$ cat config.mk
export PLATFORM = sky130hd
export DESIGN_NAME = seq_squarer
export DESIGN_NICKNAME = d
export VERILOG_FILES = /design/src/rtl/seq_squarer_pkg.sv /design/src/rtl/seq_squarer_step.sv /design/src/rtl/seq_squarer.sv
export SDC_FILE = /design/constraint.sdc
export NUM_CORES = 1
export LEC_CHECK = 0
export CORE_MARGIN = 10
export CORE_UTILIZATION = 50
export DETAILED_ROUTE_END_ITERATION = 10
export PLACE_DENSITY = 0.87
export RECOVER_POWER = 50
export SLEW_MARGIN = 40
export SYNTH_ARGS = -nofsm -noshare
export SYNTH_HDL_FRONTEND = slang
export SYNTH_SLANG_ARGS = --single-unit
$ cat constraint.sdc
create_clock -name clk -period 3.4 [get_ports clk]
set_input_delay 0.68 -clock clk [delete_from_list [all_inputs] [get_ports clk]]
set_output_delay 0.68 -clock clk [all_outputs]
set_load 0.01 [all_outputs]
$ cat src/rtl/seq_squarer_pkg.sv
// Shared constants and types for the iterative shift-add squarer.
// Operand width default, FSM state encoding and step-counter sizing live here.
package seq_squarer_pkg;

    localparam int N_DEF = 23;

    typedef enum logic [1:0] {
        ST_IDLE = 2'd0,
        ST_RUN  = 2'd1,
        ST_DONE = 2'd2
    } state_e;

    // Counter must hold 0..n-1; never narrower than one bit.
    function automatic int cnt_width(input int n);
        return (n > 1) ? $clog2(n) : 1;
    endfunction

    localparam int CW = cnt_width(N_DEF);

endpackage

$ cat src/rtl/seq_squarer_step.sv
// One shift-add multiply step: conditionally add the multiplicand into the
// high half, then shift the (2N+1)-bit {carry, hi, lo} right by one.
module seq_squarer_step
    import seq_squarer_pkg::*;
#(
    parameter int N = N_DEF
) (
    input  logic [N-1:0] hi_i,
    input  logic [N-1:0] lo_i,
    input  logic [N-1:0] mcand_i,
    output logic [N-1:0] hi_o,
    output logic [N-1:0] lo_o
);

    logic [N:0] sum;

    always_comb begin
        sum  = {1'b0, hi_i} + (lo_i[0] ? {1'b0, mcand_i} : '0);
        // The carry lands in the top bit of hi; dropping it breaks near-full-scale operands.
        hi_o = sum[N:1];
        lo_o = {sum[0], lo_i[N-1:1]};
    end

endmodule

$ cat src/rtl/seq_squarer.sv
// Iterative unsigned multiplier (p = a*b in N cycles) with valid/ready on both
// sides; one operation in flight, p held until the consumer takes it.
module seq_squarer
    import seq_squarer_pkg::*;
#(
    parameter int N = N_DEF
) (
    input  logic           clk,
    input  logic           rst_n,
    input  logic           in_valid,
    output logic           in_ready,
    input  logic [N-1:0]   a,
    input  logic [N-1:0]   b,
    output logic           out_valid,
    input  logic           out_ready,
    output logic [2*N-1:0] p,
    output logic           busy
);

    // state   | meaning
    // IDLE    | waiting for an operand pair, in_ready high
    // RUN     | one shift-add step per cycle, N steps total
    // DONE    | product on p, waiting for out_ready

    localparam int              CW_L = cnt_width(N);
    localparam logic [CW_L-1:0] LAST = CW_L'(N - 1);

    state_e           state_q, state_d;
    logic [CW_L-1:0]  cnt_q, cnt_d;
    logic [N-1:0]     mcand_q, mcand_d;
    logic [N-1:0]     hi_q, hi_d;
    logic [N-1:0]     lo_q, lo_d;
    logic [2*N-1:0]   p_q, p_d;
    logic [N-1:0]     hi_step, lo_step;

    seq_squarer_step #(.N(N)) u_step (
        .hi_i    (hi_q),
        .lo_i    (lo_q),
        .mcand_i (mcand_q),
        .hi_o    (hi_step),
        .lo_o    (lo_step)
    );

    always_ff @(posedge clk) begin
        if (!rst_n) begin
            state_q <= ST_IDLE;
            cnt_q   <= '0;
            mcand_q <= '0;
            hi_q    <= '0;
            lo_q    <= '0;
            p_q     <= '0;
        end else begin
            state_q <= state_d;
            cnt_q   <= cnt_d;
            mcand_q <= mcand_d;
            hi_q    <= hi_d;
            lo_q    <= lo_d;
            p_q     <= p_d;
        end
    end

    always_comb begin
        state_d = state_q;
        cnt_d   = cnt_q;
        mcand_d = mcand_q;
        hi_d    = hi_q;
        lo_d    = lo_q;
        p_d     = p_q;
        case (state_q)
            ST_IDLE: begin
                if (in_valid) begin
                    mcand_d = a;
                    hi_d    = '0;
                    lo_d    = b;
                    cnt_d   = '0;
                    state_d = ST_RUN;
                end
            end
            ST_RUN: begin
                hi_d  = hi_step;
                lo_d  = lo_step;
                cnt_d = cnt_q + 1'b1;
                if (cnt_q == LAST) begin
                    p_d     = {hi_step, lo_step};
                    state_d = ST_DONE;
                end
            end
            ST_DONE: begin
                if (out_ready) begin
                    state_d = ST_IDLE;
                end
            end
            default: state_d = ST_IDLE;
        endcase
    end

    assign in_ready  = (state_q == ST_IDLE);
    assign out_valid = (state_q == ST_DONE);
    assign busy      = (state_q != ST_IDLE);
    assign p         = p_q;

endmodule
==> flow_summary.ini <==
[logic_synthesis]
synthTopCellsByArea = dfxtp_1, nand2_1, a21oi_1, ha_1, a311oi_1
syn_inst = 768
yosys_warnings = 0
synth-seq-cells = 122
syn_area_mm2 = 0.00590
ys_types = 53
synth_ff_type = dfxtp_1
ys_seq_area_share_pct = 41.4
mappedNetlistNets = 844
synthTopCellsByCount = nand2_1, dfxtp_1, a21oi_1, nor2_1, clkbuf_1
synth_area_leader_cell = dfxtp_1
async_flop_share_pct = 0
yosysMostFrequentCell = nand2_1
avgSynthCellArea_um2 = 7.68
synth_top_area_share_pct = 41.4
synth_edf_count = 0

[place]
io_buffers = 98
gp_congestion = 0.929
post-place-ws_ns = 0.489
dp_hpwl_mm = 10.8

[cells_and_area]
area_delta_synth_final_pct = 28.0
drive_above_1_share_pct = 6.09
final_net_count = 917
multiInputGateArea_mm2 = 0.00323
regArea_mm2 = 0.00244
antenna_cells = 0
fill_cells = 932

[global_route]
antenna_found_initial = 0
grt_usage_pct = 19.1
gr-total-overflow = 0
grt_max_degree = 65
grt_pass1_vias = 5440
grt_pass1_wl_mm = 26.3

[worst_hold_path]
whs_path_depth = 2
whs_endpoint = p[0]
worstHoldStart = p[0]
worstHoldPathType = flip-flop to flip-flop

[power_and_ir_drop]
vdd_drop_max_mv = 0.327
p_seq_share_pct = 41.7
swShare_pct = 24.3
leakage_nw = 3.00
powerDensity_mw_per_mm2 = 481
combPwrFrac_pct = 7.0
clock_power_share_pct = 51.3
internal_power_mw = 2.75
power.switching_mw = 0.881

[route]
drt_wl_total_mm = 16.1
vias = 5712
wl_per_cell_um = 16.1
postRouteAntennaNets = 0
drc = 0
drt_iter0_markers = 571
vias_per_cell = 5.73
drt-pass1-iter-count = 5

[worst_setup_path]
r2r-end = hi_q[22]
startpoint_type = flip-flop
worstSetupPathType = flip-flop to flip-flop
path_max_fanout = 24
r2r_slack_ns = 0.34
cp.required_ns = 3.69
r2r-start = lo_q[0]
reg2reg_depth = 8
arrival_ns = 3.35
crit_path_end_kind = flip-flop

[clocking]
clock_latency_ns = 0.42
cts-root-buf = clkbuf_16
clkSinkCount = 122
cts_tree = built
cts.clk_slew.worst_paths_ns = 0.06
ctsHoldBuffers = 0
cts_resized = 0
cts.htree.levels = 4
numCtsBuffers = 17
clk_path_buf_depth = 2
post_cts.repair.setup_buffers = 0

[timing]
final_max_slew_viol_count = 0
skew_ns = 0.00835
fin_ws_ns = 0.339
worst_slew_pin_slew_ns = 1.07
post-route-period-util_pct = 90.0
fin_crit_ns = 3.06
tns_ns = 0
clock.fmax_mhz = 327
grt_setup_unrepaired = no
setup-violations-final = 0
maxSlewHeadroom_pct = 28.5
hold_viol_final = 0

[die]
dieArea_mm2 = 0.0165
initial_utilization_pct = 51.5
fp.coreArea_mm2 = 0.0115
fp.dieH_um = 129
rows = 39
ios = 99
die_width_um = 129

[run]
cap_violations = 0

[outcome]
status = finished clean
## power by group through the flow
stage | combinational [mW] | clock (mW) | sequential, mW
after floorplan | 0.155 | 0 | 1.53
after global placement | 0.247 | 0 | 1.54
after detailed placement | 0.251 | 0 | 1.54
after CTS | 0.256 | 1.88 | 1.51
after global routing | 0.281 | 1.95 | 1.52
final | 0.254 | 1.86 | 1.51
## final cells by class
| cell class | count | share of cell area [%] |
|---|---|---|
| repair buffers | 110 | 14.0 |
| well taps | 143 | 2.37 |
| clock buffers | 17 | 5.63 |
| inverters | 7 | 0.348 |
| clock inverters | 15 | 2.52 |
| multi-input cells | 583 | 42.8 |
| flip-flops and latches | 122 | 32.3 |
## worst max-delay path by stage
stage	slack (ns)	cells after the start	endpoint	start
6_report	0.34	8	hi_q[22]	lo_q[0]
5_1_grt	0.20	5	lo_q[20]	in_valid
3_3_place_gp	0.54	9	hi_q[18]	lo_q[0]
2_1_floorplan	0.93	9	hi_q[15]	lo_q[0]
3_5_place_dp	0.49	9	hi_q[18]	lo_q[0]
4_1_cts	0.42	9	p[43]	lo_q[0]
## worst max-delay path: stages (launching register included)
cell and delay [ns]:
dfxtp_1 0.85, and2_1 0.23, ha_1 0.31, a21oi_1 0.17, o21ai_1 0.19, a2111oi_0 0.48
a21oi_1 0.23, a311oi_1 0.39, o21ai_1 0.09
## state kept, by name, summed over array words and instances, names as in the netlist
register / flops
hi_q: 23
state_q: 2
cnt_q: 5
mcand_q: 23
p: 46
lo_q: 23
## cell usage in the layout, fill, tap and decap left out, types with 12 or more instances in the layout
cell,count
nand2_1,201
dfxtp_1,122
a21oi_1,94
nor2_1,54
clkdlybuf4s50_1,51
dlygate4sd3_1,47
and2_1,27
a311oi_1,26
ha_1,25
o21ai_1,22
nand3_1,22
clkbuf_16,17
o21ai_0,12
xnor2_1,12
## per-stage QoR
stage	util, %	std cells	hold slack (ns)	total power [mW]	cell area, um^2
2_1_floorplan	-	768	0.416	1.68	5900
3_3_place_gp	60.6	965	0.435	1.79	6940
3_5_place_dp	60.6	965	0.443	1.79	6950
4_1_cts	66.0	997	0.454	3.65	7560
5_1_grt	65.8	997	0.463	3.75	7550
6_report	65.8	997	0.450	3.63	7550
## kinds of logic after synthesis
family | share of synthesized area, %
simple gates | 24.3
compound gates | 21.2
flops | 41.4
buf+inv | 4.07
fa+ha+maj | 5.64
xor+xnor | 2.97
mux | 0.360
## layer usage
layer	track usage (%)	part of all wire [%]	wire length (um)	vias up
li1	-	-	-	2793
met5	0	0	0	-
met2	30.5	48	7650	217
met1	24.0	43	6910	2671
met3	5.26	7.1	1150	31
met4	7.99	2.3	377	0
No activity file was read; power rests on OpenSTA's default activity.
